[config.mk]
export PLATFORM = sky130hd
export DESIGN_NAME = cmd_executor
export DESIGN_NICKNAME = d
export VERILOG_FILES = /design/src/rtl/cmd_executor.sv
export SDC_FILE = /design/constraint.sdc
export NUM_CORES = 1
export LEC_CHECK = 0
export CELL_PAD_IN_SITES_DETAIL_PLACEMENT = 0
export CELL_PAD_IN_SITES_GLOBAL_PLACEMENT = 1
export CORE_MARGIN = 2
export CORE_UTILIZATION = 40
export CTS_BUF_LIST = sky130_fd_sc_hd__clkbuf_8 sky130_fd_sc_hd__clkbuf_16
export DETAILED_ROUTE_END_ITERATION = 6
export PLACE_DENSITY = 0.9
export REMOVE_ABC_BUFFERS = 1
export SLEW_MARGIN = 20
export SYNTH_ARGS = -nofsm -noshare
export SYNTH_HDL_FRONTEND = slang
export SYNTH_SLANG_ARGS = --single-unit
[constraint.sdc]
create_clock -name clk -period 11.19 [get_ports clk]
set_clock_uncertainty 0.2 [all_clocks]
set_input_delay 1.6785 -clock clk [delete_from_list [all_inputs] [get_ports clk]]
set_output_delay 1.6785 -clock clk [all_outputs]
set_load 0.1 [all_outputs]
[src/rtl/cmd_executor.sv]
// Command interpreter: decodes 32-bit words from the ring buffer and drives a GPIO register,
// with timed waits, pulses and input polls. Optional retire counter via CMD_EXEC_STATS_EN.
module cmd_executor #(
  parameter int OUT_W     = 16,
  parameter int PULSE_LEN = 4,
  parameter int TIMEOUT   = 1000000
) (
  input  logic             clk,
  input  logic             rst,
  input  logic [31:0]      exec_data,
  input  logic             exec_sample,
  input  logic [OUT_W-1:0] in_port,
  output logic             exec_done,
  output logic [OUT_W-1:0] out_port,
  output logic             busy,
  output logic             err_illegal,
  output logic             err_timeout,
  output logic             err_overrun,
  output logic [15:0]      cmd_count
);

  localparam logic [2:0] S_IDLE  = 3'd0;
  localparam logic [2:0] S_EXEC  = 3'd1;
  localparam logic [2:0] S_WAIT  = 3'd2;
  localparam logic [2:0] S_PULSE = 3'd3;
  localparam logic [2:0] S_POLL  = 3'd4;
  localparam logic [2:0] S_DONE  = 3'd5;

  localparam logic [23:0] PULSE_CNT   = 24'(PULSE_LEN - 1);
  localparam logic [23:0] TIMEOUT_CNT = 24'(TIMEOUT);

  logic [2:0]       state_reg, state_next;
  logic [23:0]      cnt_reg, cnt_next;
  logic [OUT_W-1:0] out_reg, out_next;
  logic [3:0]       op_reg;
  logic [23:0]      arg_reg;
  logic             exec_done_reg, busy_reg;
  logic             err_illegal_reg, err_timeout_reg, err_overrun_reg;
  logic [OUT_W-1:0] in_meta_reg, in_sync_reg;
  logic             set_illegal, set_timeout;
  logic             can_accept, accept;
  logic [OUT_W-1:0] arg_bits;
  logic [OUT_W-1:0] idx_hit;
  logic             idx_ok, poll_match;
  logic             unused_bits;

  // Bits [27:24] carry no meaning for any defined opcode.
  assign unused_bits = ^exec_data[27:24];

  assign can_accept = (state_reg == S_IDLE) || (state_reg == S_DONE);
  assign accept     = exec_sample && can_accept;
  assign arg_bits   = arg_reg[OUT_W-1:0];

  // One-hot decode of the WAIT_IN bit index; an index past the port width hits nothing.
  for (genvar gi = 0; gi < OUT_W; gi++) begin : g_idx
    assign idx_hit[gi] = ({28'd0, arg_reg[3:0]} == 32'(gi));
  end

  assign idx_ok     = |idx_hit;
  assign poll_match = ((|(idx_hit & in_sync_reg)) == arg_reg[4]);

  always_comb begin
    state_next  = state_reg;
    cnt_next    = cnt_reg;
    out_next    = out_reg;
    set_illegal = 1'b0;
    set_timeout = 1'b0;
    case (state_reg)
      S_IDLE: begin
        if (accept) state_next = S_EXEC;
      end
      S_EXEC: begin
        state_next = S_DONE;
        case (op_reg)
          4'h0: begin
          end
          4'h1: out_next = arg_bits;
          4'h2: out_next = out_reg | arg_bits;
          4'h3: out_next = out_reg & ~arg_bits;
          4'h4: begin
            cnt_next = arg_reg;
            if (arg_reg != 24'd0) state_next = S_WAIT;
          end
          4'h5: begin
            out_next   = out_reg | arg_bits;
            cnt_next   = PULSE_CNT;
            state_next = S_PULSE;
          end
          4'h6: begin
            if (idx_ok) begin
              cnt_next   = TIMEOUT_CNT;
              state_next = S_POLL;
            end else begin
              set_illegal = 1'b1;
            end
          end
          default: set_illegal = 1'b1;
        endcase
      end
      S_WAIT: begin
        if (cnt_reg == 24'd1) state_next = S_DONE;
        else cnt_next = cnt_reg - 24'd1;
      end
      S_PULSE: begin
        // Clears the pulse bits even if they were already 1 before the pulse.
        if (cnt_reg == 24'd0) begin
          out_next   = out_reg & ~arg_bits;
          state_next = S_DONE;
        end else begin
          cnt_next = cnt_reg - 24'd1;
        end
      end
      S_POLL: begin
        if (poll_match) begin
          state_next = S_DONE;
        end else if (cnt_reg == 24'd0) begin
          set_timeout = 1'b1;
          state_next  = S_DONE;
        end else begin
          cnt_next = cnt_reg - 24'd1;
        end
      end
      S_DONE: begin
        state_next = accept ? S_EXEC : S_IDLE;
      end
      default: state_next = S_IDLE;
    endcase
  end

  always_ff @(posedge clk or posedge rst) begin
    if (rst) begin
      state_reg       <= S_IDLE;
      cnt_reg         <= 24'd0;
      out_reg         <= '0;
      op_reg          <= 4'd0;
      arg_reg         <= 24'd0;
      exec_done_reg   <= 1'b0;
      busy_reg        <= 1'b0;
      err_illegal_reg <= 1'b0;
      err_timeout_reg <= 1'b0;
      err_overrun_reg <= 1'b0;
      in_meta_reg     <= '0;
      in_sync_reg     <= '0;
    end else begin
      state_reg     <= state_next;
      cnt_reg       <= cnt_next;
      out_reg       <= out_next;
      exec_done_reg <= (state_next == S_DONE);
      busy_reg      <= (state_next != S_IDLE);
      if (accept) begin
        op_reg  <= exec_data[31:28];
        arg_reg <= exec_data[23:0];
      end
      if (set_illegal) err_illegal_reg <= 1'b1;
      if (set_timeout) err_timeout_reg <= 1'b1;
      if (exec_sample && !can_accept) err_overrun_reg <= 1'b1;
      in_meta_reg <= in_port;
      in_sync_reg <= in_meta_reg;
    end
  end

`ifdef CMD_EXEC_STATS_EN
  logic [15:0] cmd_count_reg;

  always_ff @(posedge clk or posedge rst) begin
    if (rst) cmd_count_reg <= 16'h0000;
    else if (state_next == S_DONE) cmd_count_reg <= cmd_count_reg + 16'd1;
  end

  assign cmd_count = cmd_count_reg;
`else
  assign cmd_count = 16'h0000;
`endif

  assign exec_done   = exec_done_reg;
  assign out_port    = out_reg;
  assign busy        = busy_reg;
  assign err_illegal = err_illegal_reg;
  assign err_timeout = err_timeout_reg;
  assign err_overrun = err_overrun_reg;

endmodule

==> results of run 1 <==
-- through the flow --
| step | hold WS [ns] | total power [mW] | instances | instance area [µm²] | worst slack, ns |
|---|---|---|---|---|---|
| after global placement | 0.134 | 1.76 | 751 | 5910 | 7.41 |
| after detailed placement | 0.136 | 1.78 | 751 | 5910 | 7.38 |
| after global routing | 0.157 | 2.25 | 768 | 6230 | 7.36 |
| after CTS | 0.153 | 2.11 | 767 | 6210 | 7.38 |
| final | 0.151 | 2.11 | 768 | 6230 | 7.39 |
| after floorplan | 0.131 | 1.47 | 505 | 4960 | 6.47 |
-- per-layer routing --
layer / track usage, % / wire [µm] / up-vias
met5: 0 / 0 / -
met4: 5.20 / 143 / 0
met3: 3.92 / 729 / 13
met2: 27.8 / 5740 / 174
met1: 24.5 / 5570 / 1973
li1: - / - / 1985
-- power groups by stage --
stage,Sequential [mW],Clock [mW],Combinational [mW]
4_1_cts,0.699,0.324,1.08
2_1_floorplan,0.890,0,0.584
5_1_grt,0.724,0.342,1.18
3_5_place_dp,0.704,0,1.08
6_report,0.703,0.318,1.09
3_3_place_gp,0.698,0,1.06
-- cell families (layout without fill, tap and decap cells) --
kind of cell	after synthesis	after routing	share of synthesized area, %
and+or+nand+nor	166	166	15.4
AOI/OAI and AO/OA	160	160	18.1
DFF	108	108	52.3
buffers and inverters	68	113	6.68
muxes	27	27	6.13
adders and majority gates	3	3	0.727
xor gates and xnor gates	3	3	0.509
other	1	16	0.0726
-- worst paths after layout --
| check | from | end | slack, ns | depth (start not counted) |
|---|---|---|---|---|
| setup / recovery | out_port[14]$_DFFE_PP0P_ | out_port[14] | 7.39 | 1 |
| hold / removal | in_meta_reg[1]$_DFF_PP0_ | in_sync_reg[1]$_DFF_PP0_ | 0.15 | 0 |
| setup reg to reg | cnt_reg[5]$_DFFE_PP0P_ | out_port[0]$_DFFE_PP0P_ | 8.16 | 6 |
| hold reg to reg | in_meta_reg[1]$_DFF_PP0_ | in_sync_reg[1]$_DFF_PP0_ | 0.15 | 0 |
| max in group asynchronous | rst | cnt_reg[7]$_DFFE_PP0P_ | 8.03 | 3 |
| min in group asynchronous | rst | in_meta_reg[13]$_DFF_PP0_ | 1.49 | 2 |
-- cell type report --
cell class / instances / area [µm²] / share of cell area (%)
Tap cell: 172 / 215 / 3.45
Multi-Input combinational cell: 375 / 2190 / 35.1
Sequential cell: 108 / 2700 / 43.4
Timing Repair Buffer: 75 / 743 / 11.9
Inverter: 22 / 85.1 / 1.36
Clock buffer: 10 / 239 / 3.83
Clock inverter: 6 / 60.1 / 0.963
-- placed cells by master, fill, tap and decap left out, types with 3 or more instances in the layout --
cell type        count
nor2b_1              6
o22a_1               4
or4_1                3
and2_1               3
o21ai_1             50
ha_1                 3
clkbuf_16            9
nor2_1              54
conb_1              16
clkdlybuf4s50_1     67
mux2i_1              8
nor3_1              14
nand2b_1             4
buf_4                7
mux2_1              12
nor3b_1              3
a22oi_1             10
nand3_1              5
a31oi_1             22
nor4_1               7
nand3b_1             3
a21oi_1             28
nand2_1             50
a32oi_1              6
inv_6                3
o22ai_1              4
dfrtp_1            108
o21ai_0             23
inv_8                3
mux2_2               5
inv_1               21
==> flow_summary_export.csv, run 1 <==
group,metric,value,unit
worst_setup_path,crit_family,"buffers and inverters",
drt,drtIter0Drc,309,
drt,post_drt_via_cell_ratio,5.40,
worst_setup_path,start_kind,"flop",
yosys,ys_ff_latch,108,
power,intPower,1.06,mW
yosys,netlist_area,0.00517,mm²
yosys,synth_top_area_share,52.3,%
floorplan,initial_utilization,40.9,%
yosys,ys_warn_count,0,
yosys,synth_edf_count,0,
worst_setup_path,crit_fanout,3,
layout,num_antenna_cells,0,
floorplan,pin_count,88,
placement,place.gp.congestion,0.851,
cts,clkSinkCount,108,
power,p_per_area,339,mW/mm²
floorplan,fp.dieH,118,µm
yosys,synth_cells,536,
yosys,synth_top_cells_by_count,"dfrtp_1 (108), nor2_1 (55), nand2_1 (50), o21ai_1 (50), a21oi_1 (28)",
grt,antenna_found_initial,0,
worst_setup_path,cp_num_buf_inv,1,
layout,final_core_util,49.4,%
cts,cts-root-buf,"clkbuf_16",
sta,max_clock_freq,263,MHz
yosys,yosysMostFrequentCell,"dfrtp_1",
layout,layout.nets,645,
layout,final_layout_size_suffix_gt1_share,6.54,%
drt,drc,0,
layout,nFillCells,1176,
grt,grt_pass1_vias,3928,
floorplan,die_w,118,µm
run,drv_cap,0,
yosys,ys_types,53,
floorplan,fp.coreArea,0.0126,mm²
grt,grt_overflow,0,
grt,grt_pass1_wl,20000,µm
sta,finalHoldViolCount,0,
layout,areaGrowthSynthToFinish,20.7,%
yosys,yosys.area.top_type,"dfrtp_1",
drt,post_drt_wl_per_cell,15.9,µm
worst_setup_path,cp.required,9.31,ns
sta,worst_slew_pin_slew,0.981,ns
cts,cts_tree,"built",
floorplan,rows,41,
cts,cts_buffers,9,
grt,grt_max_degree,73,
sta,finalSetupViolations,0,
drt,drtAntennaViolNets,0,
yosys,async_flop_share,100,%
drt,routed_wl,12200,µm
cts,cts.repair.resized,0,
yosys,seq_area_frac_synth,52.3,%
sta,rsz0062_at_grt,"no",
cts,clk_latency,0.35,ns
cts,ctsHoldBuffers,0,
power,total_leakage_power,2.61,nW
worst_setup_path,criticalPathCategory,"flop to output pin",
power,combPwrFrac,51.6,%
worst_setup_path,slowest_stage,"clkdlybuf4s50_1",
grt,grtUsageTotal,17.7,%
cts,htreeDepth,3,
sta,tns,0,ns
run_status,status,"complete, no violations",
drt,via_count,4145,
sta,slew-limit-headroom,34.4,%
placement,port_buffers,67,
yosys,yosys-top-cells-area,"dfrtp_1 (52%), o21ai_1 (4.8%), nor2_1 (4.0%)",
worst_setup_path,end_kind,"output pin",
yosys,synthFlopType,"dfrtp_1",
cts,post_cts_buffers,0,
worst_setup_path,slowest_delay,1.16,ns
placement,dp_hpwl,8360,µm
floorplan,die_area,0.0138,mm²
power,switching_share,49.9,%
sta,finalCritPeriodShare,33.9,%
power,p_seq_share,33.3,%
yosys,avgSynthCellArea,9.64,µm²
cts,path_clk_slew,0.08,ns
power,p_switching,1.05,mW
worst_setup_path,critPathArrivalTime,1.92,ns
power,peakVddDrop,0.277,mV
sta,maxSlewViolCount,0,
power,pwr-share-clk,15.1,%
sta,post-route-min-period,3.80,ns
cts,cts_max_path_buffers,2,
worst_setup_path,cp_cell_sequence,"clkdlybuf4s50_1",
drt,firstDrtPassIters,5,
worst_hold_path,worstHoldPathType,"flop to flop",
No activity file was read; power rests on OpenSTA's default activity.
==> run 2, diff against run 1 <==
==> constraint.sdc (replaced) <==
create_clock -name clk -period 3.58 [get_ports clk]
set_clock_uncertainty 0.2 [all_clocks]
set_input_delay 0.537 -clock clk [delete_from_list [all_inputs] [get_ports clk]]
set_output_delay 0.537 -clock clk [all_outputs]
set_load 0.1 [all_outputs]
==> run 2 against run 1 <==
Against the previous run: sequential share of layout area shrank 0.29 points; wire length fell by 0.57%; sequential power rose to 3.1 times the previous value; critical endpoint is now cnt_reg[5]$_DFFE_PP0P_; cell count up 0.65%; combinational power grew to 3.2 times the previous value; non-clock buffer count grew 5; global-route usage is 0.16 points higher; sequential cell count unchanged.
==> flow_summary_export.csv, run 2 (synthesis gave the netlist of run 1 again) <==
group,metric,value,unit
run_status,status,"complete, no violations",
drt,post_drt_via_cell_ratio,5.46,
sta,rsz0062_at_grt,"no",
grt,grtUsageTotal,17.8,%
power,power,6.63,mW
placement,dp_slack,0.494,ns
floorplan,fp.dieH,118,µm
floorplan,die_w,118,µm
power,peakVddDrop,0.772,mV
layout,final_common_cell,"dfrtp_1",
placement,place.gp.congestion,0.883,
floorplan,fp.coreArea,0.0126,mm²
grt,grt_pass1_vias,4083,
cts,cts-root-buf,"clkbuf_16",
sta,maxSlewViolCount,0,
drt,drtIter0Drc,234,
cts,cts_tree,"built",
drt,routed_wl,12100,µm
worst_setup_path,start_kind,"flop",
worst_setup_path,critPathArrivalTime,3.12,ns
worst_setup_path,cp.required,3.61,ns
cts,clkSinkCount,108,
sta,max_clock_freq,323,MHz
drt,firstDrtPassIters,5,
sta,finalCritPeriodShare,86.4,%
drt,drc,0,
grt,grt_overflow,0,
sta,finalSetupViolations,0,
worst_setup_path,rrSetupSlack,0.49,ns
placement,dp_hpwl,8450,µm
sta,post-route-min-period,3.09,ns
drt,drtAntennaViolNets,0,
sta,slew-limit-headroom,32.9,%
layout,layout.nets,650,
run,drv_cap,0,
cts,clk_latency,0.36,ns
worst_setup_path,end_kind,"flop",
worst_hold_path,worstHoldPathType,"flop to flop",
cts,path_clk_slew,0.08,ns
floorplan,die_area,0.0138,mm²
layout,final_layout_size_suffix_gt1_share,7.32,%
floorplan,initial_utilization,40.9,%
power,total_leakage_power,2.64,nW
cts,cts_max_path_buffers,2,
grt,antenna_found_initial,0,
grt,grt_max_degree,75,
drt,via_count,4223,
placement,port_buffers,67,
drt,post_drt_wl_per_cell,15.7,µm
sta,setup_slack,0.488,ns
cts,htreeDepth,3,
worst_setup_path,criticalPathCategory,"flop to flop",
sta,finalHoldViolCount,0,
layout,areaGrowthSynthToFinish,21.5,%
sta,worst_slew_pin_slew,1.00,ns
cts,ctsHoldBuffers,0,
cts,cts.repair.resized,0,
floorplan,rows,41,
layout,num_antenna_cells,0,
power,p_per_area,1060,mW/mm²
floorplan,pin_count,88,
worst_setup_path,crit_fanout,25,
cts,cts_buffers,9,
grt,grt_pass1_wl,19900,µm
layout,final_cell_mix,"dfrtp_1 (108), clkdlybuf4s50_1 (67), nor2_1 (54)",
cts,post_cts_buffers,0,
[run 2: final timing paths]
| check | start | to | depth (start not counted) |
|---|---|---|---|
| setup / recovery | arg_reg[0]$_DFFE_PP0P_ | cnt_reg[5]$_DFFE_PP0P_ | 7 |
| hold / removal | in_meta_reg[13]$_DFF_PP0_ | in_sync_reg[13]$_DFF_PP0_ | 0 |
| setup reg to reg | arg_reg[0]$_DFFE_PP0P_ | cnt_reg[5]$_DFFE_PP0P_ | 7 |
| hold reg to reg | in_meta_reg[13]$_DFF_PP0_ | in_sync_reg[13]$_DFF_PP0_ | 0 |
| max in group asynchronous | rst | cnt_reg[10]$_DFFE_PP0P_ | 3 |
| min in group asynchronous | rst | in_meta_reg[12]$_DFF_PP0_ | 2 |
[run 2: final cells by class]
class                      instances  area (µm²)
clock buffer                       9         225
clock inverter                     7        78.8
fill                            1159        6340
inverter                          22        85.1
multi-input combinational        375        2190
sequential                       108        2700
tap                              172         215
timing repair buffer              80         781
[run 2: layer usage]
metal	vias up	GRT usage, %	share of wire [%]
met2	193	27.4	46
li1	1989	-	-
met1	2012	24.1	44
met5	-	0	0
met3	29	3.92	7.0
met4	0	8.28	2.6
[run 2: report_power, final]
part	switching (mW)	internal [mW]	total (mW)
logic	2.31	1.15	3.46
clock network	0.494	0.498	0.992
registers	0.521	1.66	2.18
total	3.33	3.31	6.63
[run 2: worst max-delay path, stage by stage, from the launching register on]
cell and delay [ns]:
dfrtp_1 0.65, mux2_2 0.39, mux4_2 0.48, mux2i_1 0.28, nand4_2 0.35, buf_4 0.35
a21oi_1 0.16, o22ai_1 0.10
[run 2: per-stage QoR]
stage	setup TNS, ns	util [%]	hold WS [ns]	cells	instance area (µm²)
global placement	0	47.3	0.133	757	5970
CTS	0	49.7	0.152	773	6280
detailed placement	0	47.3	0.136	757	5970
floorplan	-0.280	-	0.131	505	4960
global route	0	49.7	0.158	773	6280
finish	0	49.7	0.152	773	6280
